[src/rtl/koa_pkg.sv]
// -----------------------------------------------------------------------------
// koa_pkg
// Shared definitions for the Karatsuba multiplier scheduler:
//   - koa_state_e        : scheduler state encoding (IDLE, SETTLE, LOAD, RESP)
//   - KOA_NREQ           : number of requesters sharing the multiplier (2)
//   - KOA_SW_DEF         : default significand width used by the FPU top
//   - KOA_SETTLE_CYC_DEF : default operand settle time in cycles
//   - koa_onehot()       : requester index -> one-hot requester vector
// No ports (package).
// -----------------------------------------------------------------------------
package koa_pkg;

   typedef enum logic [1:0] {
      IDLE   = 2'd0,
      SETTLE = 2'd1,
      LOAD   = 2'd2,
      RESP   = 2'd3
   } koa_state_e;

   localparam int KOA_NREQ           = 2;
   localparam int KOA_SW_DEF         = 24;
   localparam int KOA_SETTLE_CYC_DEF = 2;

   // Convert a requester index into its one-hot request/response lane.
   function automatic logic [KOA_NREQ-1:0] koa_onehot(input logic idx);
      koa_onehot = idx ? 2'b10 : 2'b01;
   endfunction

endpackage

[src/rtl/koa_rr_arb2.sv]
// -----------------------------------------------------------------------------
// koa_rr_arb2
// Two-way grant logic for the multiplier scheduler. With both requesters
// valid, the one that did not win last time is granted; a lone valid
// requester always wins. The last winner is remembered only on accept.
//
// Build option: KOA_ARB_FIXED_PRIO_EN
//   defined   -> requester 0 always wins a tie, no last-winner register.
//   undefined -> round-robin (default).
//
// Ports:
//   clk       in  1  clock
//   rst       in  1  asynchronous active-high reset
//   i_valid   in  2  candidate requests (already qualified by the caller)
//   i_accept  in  1  the current grant is being taken this cycle
//   o_grant   out 2  one-hot grant (combinational)
// -----------------------------------------------------------------------------
module koa_rr_arb2
   import koa_pkg::*;
(
   input  logic                clk,
   input  logic                rst,
   input  logic [KOA_NREQ-1:0] i_valid,
   input  logic                i_accept,
   output logic [KOA_NREQ-1:0] o_grant
);

`ifdef KOA_ARB_FIXED_PRIO_EN

   // Fixed priority needs no state; fold the unused inputs away.
   logic w_unused;
   assign w_unused = clk ^ rst ^ i_accept;

   // Requester 0 wins every tie.
   always_comb begin
      o_grant = 2'b00;
      case (i_valid)
         2'b01:   o_grant = 2'b01;
         2'b10:   o_grant = 2'b10;
         2'b11:   o_grant = 2'b01;
         default: o_grant = 2'b00;
      endcase
   end

`else

   // Reset to 1 so requester 0 wins the first tie.
   logic r_last_gnt;

   // Remember the winner of each accepted grant.
   always_ff @(posedge clk or posedge rst) begin
      if (rst) begin
         r_last_gnt <= 1'b1;
      end else if (i_accept) begin
         r_last_gnt <= o_grant[1];
      end else begin
         r_last_gnt <= r_last_gnt;
      end
   end

   // Round-robin pick: on a tie, the requester that did not win last time.
   always_comb begin
      o_grant = 2'b00;
      case (i_valid)
         2'b01:   o_grant = 2'b01;
         2'b10:   o_grant = 2'b10;
         2'b11:   o_grant = r_last_gnt ? 2'b01 : 2'b10;
         default: o_grant = 2'b00;
      endcase
   end

`endif

endmodule

[src/rtl/koa_mult_arbiter.sv]
// -----------------------------------------------------------------------------
// koa_mult_arbiter
// Schedules two requesters onto one shared Karatsuba significand multiplier.
// A granted operand pair is latched onto the multiplier inputs, held for
// SETTLE_CYC cycles, the multiplier result register is loaded with a one-cycle
// pulse, and the product is presented to the owning requester until taken.
//
// Build option: KOA_ARB_FIXED_PRIO_EN (see koa_rr_arb2) selects fixed priority
// for requester 0 instead of round-robin.
//
// Parameters:
//   SW          significand width (multiplier is SW x SW -> 2*SW)
//   SETTLE_CYC  operand hold time before the load pulse, 1..15
//
// Ports:
//   clk           in   1     clock
//   rst           in   1     asynchronous active-high reset (shared with mult)
//   req_valid_i   in   2     request valid per requester
//   req_ready_o   out  2     request accepted when valid & ready
//   req_a_i       in   2*SW  operand A, requester n at [n*SW +: SW]
//   req_b_i       in   2*SW  operand B, same packing
//   rsp_valid_o   out  2     product valid for requester n
//   rsp_ready_i   in   2     requester n takes the product
//   rsp_data_o    out  2*SW  product, qualified by rsp_valid_o
//   mul_a_o       out  SW    multiplier operand A
//   mul_b_o       out  SW    multiplier operand B
//   mul_load_o    out  1     multiplier result-register load
//   mul_result_i  in   2*SW  multiplier result register
//   busy_o        out  1     high whenever not IDLE
// -----------------------------------------------------------------------------
module koa_mult_arbiter
   import koa_pkg::*;
#(
   parameter int SW         = KOA_SW_DEF,
   parameter int SETTLE_CYC = KOA_SETTLE_CYC_DEF
)
(
   input  logic                clk,
   input  logic                rst,
   input  logic [1:0]          req_valid_i,
   output logic [1:0]          req_ready_o,
   input  logic [2*SW-1:0]     req_a_i,
   input  logic [2*SW-1:0]     req_b_i,
   output logic [1:0]          rsp_valid_o,
   input  logic [1:0]          rsp_ready_i,
   output logic [2*SW-1:0]     rsp_data_o,
   output logic [SW-1:0]       mul_a_o,
   output logic [SW-1:0]       mul_b_o,
   output logic                mul_load_o,
   input  logic [2*SW-1:0]     mul_result_i,
   output logic                busy_o
);

   localparam logic [3:0] CNT_INIT = 4'(SETTLE_CYC - 1);

   koa_state_e    r_state;
   koa_state_e    w_state_nxt;
   logic [3:0]    r_cnt;
   logic          r_owner;
   logic [SW-1:0] r_mul_a;
   logic [SW-1:0] r_mul_b;
   logic [1:0]    r_rsp_valid;
   logic          r_mul_load;
   logic          r_busy;

   logic [1:0]    w_arb_valid;
   logic [1:0]    w_grant;
   logic          w_accept;
   logic          w_win;

   // Requests are only eligible while idle; otherwise they wait.
   assign w_arb_valid = (r_state == IDLE) ? req_valid_i : 2'b00;
   assign w_win       = w_grant[1];

   koa_rr_arb2 u_arb (
      .clk      (clk),
      .rst      (rst),
      .i_valid  (w_arb_valid),
      .i_accept (w_accept),
      .o_grant  (w_grant)
   );

   // Next-state and accept decode.
   always_comb begin
      w_state_nxt = r_state;
      w_accept    = 1'b0;
      case (r_state)
         IDLE: begin
            if (w_grant != 2'b00) begin
               w_accept    = 1'b1;
               w_state_nxt = SETTLE;
            end else begin
               w_state_nxt = IDLE;
            end
         end
         SETTLE: begin
            if (r_cnt == 4'd0) begin
               w_state_nxt = LOAD;
            end else begin
               w_state_nxt = SETTLE;
            end
         end
         LOAD: begin
            w_state_nxt = RESP;
         end
         RESP: begin
            // Only the owner's ready can release the response.
            if (rsp_ready_i[r_owner]) begin
               w_state_nxt = IDLE;
            end else begin
               w_state_nxt = RESP;
            end
         end
         default: begin
            w_state_nxt = IDLE;
         end
      endcase
   end

   // State register.
   always_ff @(posedge clk or posedge rst) begin
      if (rst) begin
         r_state <= IDLE;
      end else begin
         r_state <= w_state_nxt;
      end
   end

   // Settle counter: loaded on accept, counts down while settling.
   always_ff @(posedge clk or posedge rst) begin
      if (rst) begin
         r_cnt <= 4'd0;
      end else if (w_accept) begin
         r_cnt <= CNT_INIT;
      end else if ((r_state == SETTLE) && (r_cnt != 4'd0)) begin
         r_cnt <= r_cnt - 4'd1;
      end else begin
         r_cnt <= r_cnt;
      end
   end

   // Operand and owner capture; operands stay put until the next accept.
   always_ff @(posedge clk or posedge rst) begin
      if (rst) begin
         r_owner <= 1'b0;
         r_mul_a <= {SW{1'b0}};
         r_mul_b <= {SW{1'b0}};
      end else if (w_accept) begin
         r_owner <= w_win;
         r_mul_a <= w_win ? req_a_i[2*SW-1:SW] : req_a_i[SW-1:0];
         r_mul_b <= w_win ? req_b_i[2*SW-1:SW] : req_b_i[SW-1:0];
      end else begin
         r_owner <= r_owner;
         r_mul_a <= r_mul_a;
         r_mul_b <= r_mul_b;
      end
   end

   // Status outputs registered from the next state so they line up with it.
   always_ff @(posedge clk or posedge rst) begin
      if (rst) begin
         r_mul_load  <= 1'b0;
         r_busy      <= 1'b0;
         r_rsp_valid <= 2'b00;
      end else begin
         r_mul_load  <= (w_state_nxt == LOAD);
         r_busy      <= (w_state_nxt != IDLE);
         r_rsp_valid <= (w_state_nxt == RESP) ? koa_onehot(r_owner) : 2'b00;
      end
   end

   // Ready must answer in the same cycle as valid, so it is the live grant.
   assign req_ready_o = w_arb_valid & w_grant;
   assign rsp_valid_o = r_rsp_valid;
   // The multiplier register holds after LOAD, so the product is stable here.
   assign rsp_data_o  = (r_state == RESP) ? mul_result_i : {(2*SW){1'b0}};
   assign mul_a_o     = r_mul_a;
   assign mul_b_o     = r_mul_b;
   assign mul_load_o  = r_mul_load;
   assign busy_o      = r_busy;

endmodule
[config.mk]
export PLATFORM = sky130hd
export DESIGN_NAME = koa_mult_arbiter
export DESIGN_NICKNAME = d
export VERILOG_FILES = /design/src/rtl/koa_pkg.sv /design/src/rtl/koa_rr_arb2.sv /design/src/rtl/koa_mult_arbiter.sv
export SDC_FILE = /design/constraint.sdc
export NUM_CORES = 1
export LEC_CHECK = 0
export CELL_PAD_IN_SITES_DETAIL_PLACEMENT = 2
export CELL_PAD_IN_SITES_GLOBAL_PLACEMENT = 2
export CORE_UTILIZATION = 20
export DETAILED_ROUTE_END_ITERATION = 10
export GPL_TIMING_DRIVEN = 0
export PLACE_DENSITY_LB_ADDON = 0.1
export SYNTH_ARGS = -nofsm -noshare
export SYNTH_HDL_FRONTEND = slang
export SYNTH_HIERARCHICAL = 1
export SYNTH_SLANG_ARGS = --single-unit
[constraint.sdc]
create_clock -name clk -period 8.53 [get_ports clk]
set_clock_uncertainty 0.2 [all_clocks]
set_input_delay 0.853 -clock clk [delete_from_list [all_inputs] [get_ports clk]]
set_output_delay 0.853 -clock clk [all_outputs]
set_load 0.02 [all_outputs]
==> impl_metrics.env, run 1 <==
export IMPL_outcome="complete, no violations"
export IMPL_dieArea_um2=17800
export IMPL_fill_cells=1778
export IMPL_drv_cap=0
export IMPL_pwr_density_cell_nw_per_um2=343
export IMPL_crit_path_start_kind="flop"
export IMPL_synth_nets=489
export IMPL_grt_max_degree=38
export IMPL_grt_pass1_wl_um=22500
export IMPL_ir_drop_v=0.000108
export IMPL_synth_top_area_share_pct=42.8
export IMPL_required_ns=7.48
export IMPL_synth_ff_latch_count=60
export IMPL_postLayoutCellArea_um2=6560
export IMPL_grt_pass1_vias=4099
export IMPL_min_delay_path_class="flop to flop"
export IMPL_globalplace_congestion=0.732
export IMPL_coreArea_um2=16700
export IMPL_cts_tree="built"
export IMPL_finalCritPeriodShare_pct=56.0
export IMPL_num_io_pins=252
export IMPL_drive_gt1_share_pct=14.5
export IMPL_via_per_inst=4.41
export IMPL_wl_um=14300
export IMPL_num_rows=47
export IMPL_slew_headroom_pct=50.9
export IMPL_synth_cells=337
export IMPL_cts_path_max_buffers=2
export IMPL_holdBufCountCts=0
export IMPL_drc=0
export IMPL_diodes=0
export IMPL_cp_arrival_ns=3.72
export IMPL_synth_top_area_cell="dfrtp_1"
export IMPL_synth_area_leaders="dfrtp_1, mux2i_1, a21oi_2"
export IMPL_finalSetupTns_ns=0
export IMPL_setup_violations=0
export IMPL_cts_sinks=60
export IMPL_hold_viol=0
export IMPL_synth_edff_count=0
export IMPL_drtIter0Drc=74
export IMPL_synthArstFlopShare_pct=100
export IMPL_clock_root_buffer="clkbuf_16"
export IMPL_maxSlewViolCount=0
export IMPL_cp_end_kind="output port"
export IMPL_via_count=3641
export IMPL_cts_buffers=9
export IMPL_first_pass_iters=4
export IMPL_fp_dieW_um=133
export IMPL_port_buffers=251
export IMPL_ctsResizeCount=0
export IMPL_clock_latency_ns=0.34
export IMPL_synth_area_um2=3450
export IMPL_min_period_ns=4.78
export IMPL_wl_per_cell_um=17.4
export IMPL_crit_type="flop to output port"
export IMPL_hold_ws_ns=0.313
export IMPL_crit_path_max_fanout=10
export IMPL_syn_avg_cell_area_um2=10.2
export IMPL_gr_total_overflow=0
export IMPL_htreeDepth=3
export IMPL_p_total_mw=2.25
export IMPL_dpl_hpwl_um=11300
export IMPL_rsz0062_at_grt="false"
export IMPL_die_h_um=133
export IMPL_post_cts_repair_setup_buffers=0
export IMPL_initial_core_util_pct=20.6
export IMPL_clkTransAtPathRegs_ns=0.05
export IMPL_placed_area_um2=6260
export IMPL_grt_usage_pct=16.4
export IMPL_leakage_nw=2.66
export IMPL_yosys_warnings=6
export IMPL_worstMarginPinSlew_ns=0.736
export IMPL_yosysSeqAreaShare_pct=43.6
export IMPL_synth_cell_types=34
export IMPL_detail_route_antenna_nets=0
export IMPL_fmax_mhz=209
export IMPL_synthFlopType="dfrtp_1"
export IMPL_grt_antenna_before_repair=0
export IMPL_area_growth_pct=90.1
export IMPL_final_util_pct=39.2
export IMPL_final_nets=752
## stage by stage
stage / setup WS [ns] / std cells
finish: 3.75 / 825
global route: 3.43 / 825
CTS: 3.64 / 825
detailed placement: 4.02 / 809
global placement: 4.08 / 808
floorplan: 5.24 / 337
## worst paths after layout
check                                         from                            to  slack (ns)  depth (start not counted)
min reg2reg                mul_b_o[23]$_DFFE_PP0P_       mul_b_o[23]$_DFFE_PP0P_        0.31                          2
max                           r_state[0]$_DFF_PP0_                req_ready_o[1]        3.75                          9
min                        mul_b_o[23]$_DFFE_PP0P_       mul_b_o[23]$_DFFE_PP0P_        0.31                          2
max in group asynchronous                      rst       mul_a_o[16]$_DFFE_PP0P_        6.82                          3
max reg2reg                   r_state[0]$_DFF_PP0_  u_arb/r_last_gnt$_DFFE_PP1P_        5.16                         11
min in group asynchronous                      rst  u_arb/r_last_gnt$_DFFE_PP1P_        0.67                          2
## critical path, stage by stage, from the launching register on
cell and delay [ns]:
dfrtp_1 0.50, nor2_2 0.19, buf_4 0.20, clkbuf_1 0.38, and2_1 0.21, a21boi_2 0.17, clkbuf_2 0.24, clkbuf_1 0.59
and3_1 0.27, clkdlybuf4s50_1 0.63
## registers in the layout, summed over array words and instances (netlist names)
register / flops
r_owner: 1
busy_o: 1
r_cnt: 4
mul_load_o: 1
mul_b_o: 24
u_arb/r_last_gnt: 1
rsp_valid_o: 2
mul_a_o: 24
r_state: 2
## power breakdown
| group | total, mW | internal, mW | switching [mW] |
|---|---|---|---|
| Clock | 0.370 | 0.227 | 0.143 |
| Sequential | 0.511 | 0.426 | 0.0851 |
| Combinational | 1.36 | 0.605 | 0.759 |
## layout make-up
| class | count | area [um^2] | area share [%] |
|---|---|---|---|
| Buffer | 36 | 194 | 2.96 |
| Clock buffer | 9 | 225 | 3.44 |
| Clock inverter | 7 | 73.8 | 1.13 |
| Inverter | 8 | 30.0 | 0.458 |
| Multi-Input combinational cell | 233 | 1720 | 26.3 |
| Sequential cell | 60 | 1500 | 22.9 |
| Tap cell | 220 | 275 | 4.20 |
| Timing Repair Buffer | 252 | 2530 | 38.6 |
## routing by layer
| metal | GRT usage (%) | routed length [um] | share of wire (%) |
|---|---|---|---|
| met5 | 0 | 0 | 0 |
| met4 | 3.60 | 123 | 0.86 |
| met3 | 5.71 | 1090 | 7.6 |
| met2 | 29.3 | 7280 | 51 |
| met1 | 18.7 | 5840 | 41 |
## logic make-up (layout without fill, tap and decap cells)
group | count (synthesis) | count (layout) | synth area share (%)
adders and majority gates | 2 | 2 | 0.726
muxes | 51 | 51 | 14.9
buffers and inverters | 44 | 312 | 6.50
DFF | 60 | 60 | 43.6
and+or+nand+nor | 70 | 70 | 12.4
AOI/OAI and AO/OA | 110 | 110 | 21.9
## cells in the final DEF (no fill, tap or decap), types with 2 or more instances in the layout
cell,instances
ha_1,2
nor2_1,3
buf_6,6
clkdlybuf4s50_1,251
clkbuf_16,9
inv_6,2
nand2_1,2
dfrtp_1,59
buf_2,6
and3_1,51
o21ai_0,2
nor3_1,4
mux2i_1,50
nor2b_1,2
inv_1,6
inv_2,2
a21oi_2,49
clkinv_2,2
clkbuf_2,2
o21ai_1,4
clkbuf_1,21
a21oi_1,49
and2_1,2
## synth_stat cells, drive strengths merged (2+ instances only)
library cell and number:
inv 8, a21oi 98, clkbuf 23, ha 2, nor3 4, nand2 2, buf 13, dfrtp 59
o21ai 6, mux2i 50, and3 51, a21boi 2, and2 3, nor2 4, nor2b 2
Note: power is estimated with default switching activity, not from simulation.
==> inputs of run 2 (changes only) <==
--- a/config.mk
+++ b/config.mk
@@ -7,7 +7,7 @@
 export LEC_CHECK = 0
 export CELL_PAD_IN_SITES_DETAIL_PLACEMENT = 2
 export CELL_PAD_IN_SITES_GLOBAL_PLACEMENT = 2
-export CORE_UTILIZATION = 20
+export CORE_UTILIZATION = 19
 export DETAILED_ROUTE_END_ITERATION = 10
 export GPL_TIMING_DRIVEN = 0
 export PLACE_DENSITY_LB_ADDON = 0.1
==> constraint.sdc (replaced) <==
create_clock -name clk -period 4.6 [get_ports clk]
set_clock_uncertainty 0.2 [all_clocks]
set_input_delay 0.46 -clock clk [delete_from_list [all_inputs] [get_ports clk]]
set_output_delay 0.46 -clock clk [all_outputs]
set_load 0.02 [all_outputs]
==> impl_metrics.env, run 2 (synthesis results as in run 1) <==
export IMPL_outcome="complete, no violations"
export IMPL_finalSetupTns_ns=0
export IMPL_die_h_um=137
export IMPL_area_growth_pct=89.6
export IMPL_num_io_pins=252
export IMPL_crit_path_start_kind="flop"
export IMPL_grt_antenna_before_repair=0
export IMPL_ir_drop_v=0.000183
export IMPL_drtIter0Drc=44
export IMPL_leakage_nw=2.65
export IMPL_ctsResizeCount=0
export IMPL_grt_pass1_vias=3898
export IMPL_wl_um=14100
export IMPL_fill_cells=1876
export IMPL_cts_buffers=9
export IMPL_critPathMaxStageDelay_ns=0.62
export IMPL_first_pass_iters=4
export IMPL_pwr_density_cell_nw_per_um2=628
export IMPL_final_cell_mix="clkdlybuf4s50_1, dfrtp_1, and3_1, mux2i_1"
export IMPL_crit_chain="buf_2 -> nor2_2 -> buf_4 -> clkbuf_1 -> and2_1 -> a21boi_2 -> clkbuf_2 -> and3_1 -> clkdlybuf4s50_1"
export IMPL_maxSlewViolCount=0
export IMPL_drv_cap=0
export IMPL_post_cts_repair_setup_buffers=0
export IMPL_holdBufCountCts=0
export IMPL_drive_gt1_share_pct=14.4
export IMPL_globalplace_congestion=0.693
export IMPL_via_per_inst=4.38
export IMPL_setup_slack_ns=0.592
export IMPL_finalCritPeriodShare_pct=87.1
export IMPL_via_count=3628
export IMPL_initial_core_util_pct=19.7
export IMPL_final_util_pct=37.3
export IMPL_grt_pass1_wl_um=21400
export IMPL_wl_met2_um=7230
export IMPL_cp_end_kind="output port"
export IMPL_p_total_mw=4.11
export IMPL_dieArea_um2=18700
export IMPL_hold_viol=0
export IMPL_multi_input_area_um2=1720
export IMPL_min_period_ns=4.01
export IMPL_min_delay_path_class="primary input to asynchronous set/reset pin"
export IMPL_cts_sinks=60
export IMPL_gr_total_overflow=0
export IMPL_met1_length_um=5610
export IMPL_route_met3_wl_um=1010
export IMPL_cts_tree="built"
export IMPL_worstMarginPinSlew_ns=0.632
export IMPL_clkTransAtPathRegs_ns=0.05
export IMPL_area_sequential_um2=1500
export IMPL_wl_per_cell_um=17.0
export IMPL_clock_latency_ns=0.33
export IMPL_place_ws_ns=0.481
export IMPL_topRoutingLayerUsed="met4"
export IMPL_rsz0062_at_grt="false"
export IMPL_cp_arrival_ns=3.35
export IMPL_grt_usage_pct=15.2
export IMPL_final_common_cell="clkdlybuf4s50_1"
export IMPL_num_rows=48
export IMPL_slew_headroom_pct=57.8
export IMPL_crit_type="flop to output port"
export IMPL_diodes=0
export IMPL_final_nets=751
export IMPL_dpl_hpwl_um=11100
export IMPL_cts_path_max_buffers=2
export IMPL_fmax_mhz=249
export IMPL_drc=0
export IMPL_crit_family="buffers and inverters"
export IMPL_clock_root_buffer="clkbuf_16"
export IMPL_htreeDepth=3
export IMPL_port_buffers=251
export IMPL_slowest_stage="clkdlybuf4s50_1"
export IMPL_required_ns=3.94
export IMPL_detail_route_antenna_nets=0
export IMPL_path_buf_inv=5
export IMPL_crit_path_max_fanout=16
export IMPL_coreArea_um2=17500
export IMPL_fp_dieW_um=137
export IMPL_setup_violations=0
export IMPL_grt_max_degree=34
-- run 2: cell types whose count changed in the layout (fill, tap and decap cells not counted) --
cell and delta:
bufinv_16 -1, clkbuf_1 -1, clkbuf_8 +2, clkinv_4 -1, clkinvlp_4 +1, inv_6 -2
-- run 2: worst register-to-register path: cells and delay by family (launching register included) --
| kind | cells | cell delay [ns] |
|---|---|---|
| compound gates | 1 | 0.17 |
| buf+inv | 7 | 1.75 |
| flops | 1 | 0.37 |
| mux | 1 | 0.32 |
| simple gates | 4 | 0.71 |
-- run 2: where the power goes --
| part | switching [mW] | internal, mW | total [mW] | leakage (nW) |
|---|---|---|---|---|
| registers | 0.151 | 0.791 | 0.942 | 0.675 |
| logic | 1.41 | 1.12 | 2.53 | 1.84 |
| clock network | 0.246 | 0.389 | 0.634 | 0.133 |
-- run 2: final cells by class --
class / instances / area share [%]
buffer: 35 / 2.91
clock buffer: 11 / 3.87
clock inverter: 4 / 0.383
inverter: 8 / 0.459
multi-input combinational: 233 / 26.3
sequential: 60 / 23.0
tap: 225 / 4.31
timing repair buffer: 252 / 38.7
-- run 2: per-layer routing --
layer | vias to the layer above | GRT usage [%]
met1 | 1758 | 18.0
li1 | 1731 | -
met4 | 0 | 5.37
met5 | - | 0
met2 | 120 | 26.2
met3 | 19 | 4.04
-- run 2: final timing paths --
check                      slack (ns)               startpoint  cells after the start                            to
setup / recovery                 0.59     r_state[1]$_DFF_PP0_                      9                req_ready_o[1]
hold / removal                   0.30                      rst                      2  u_arb/r_last_gnt$_DFFE_PP1P_
setup reg to reg                 0.99     r_state[1]$_DFF_PP0_                     13  u_arb/r_last_gnt$_DFFE_PP1P_
hold reg to reg                  0.31  mul_a_o[12]$_DFFE_PP0P_                      2       mul_a_o[12]$_DFFE_PP0P_
max in group asynchronous        3.22                      rst                      3        mul_a_o[9]$_DFFE_PP0P_
min in group clk                 0.31  mul_a_o[12]$_DFFE_PP0P_                      2       mul_a_o[12]$_DFFE_PP0P_
-- run 2: stage by stage --
step           cells  hold WS, ns  instance area, um^2
4_1_cts          829        0.293                 6540
6_report         828        0.299                 6540
2_1_floorplan    337        0.150                 3450
3_5_place_dp     814        0.305                 6260
5_1_grt          828        0.307                 6540
3_3_place_gp     813        0.295                 6240
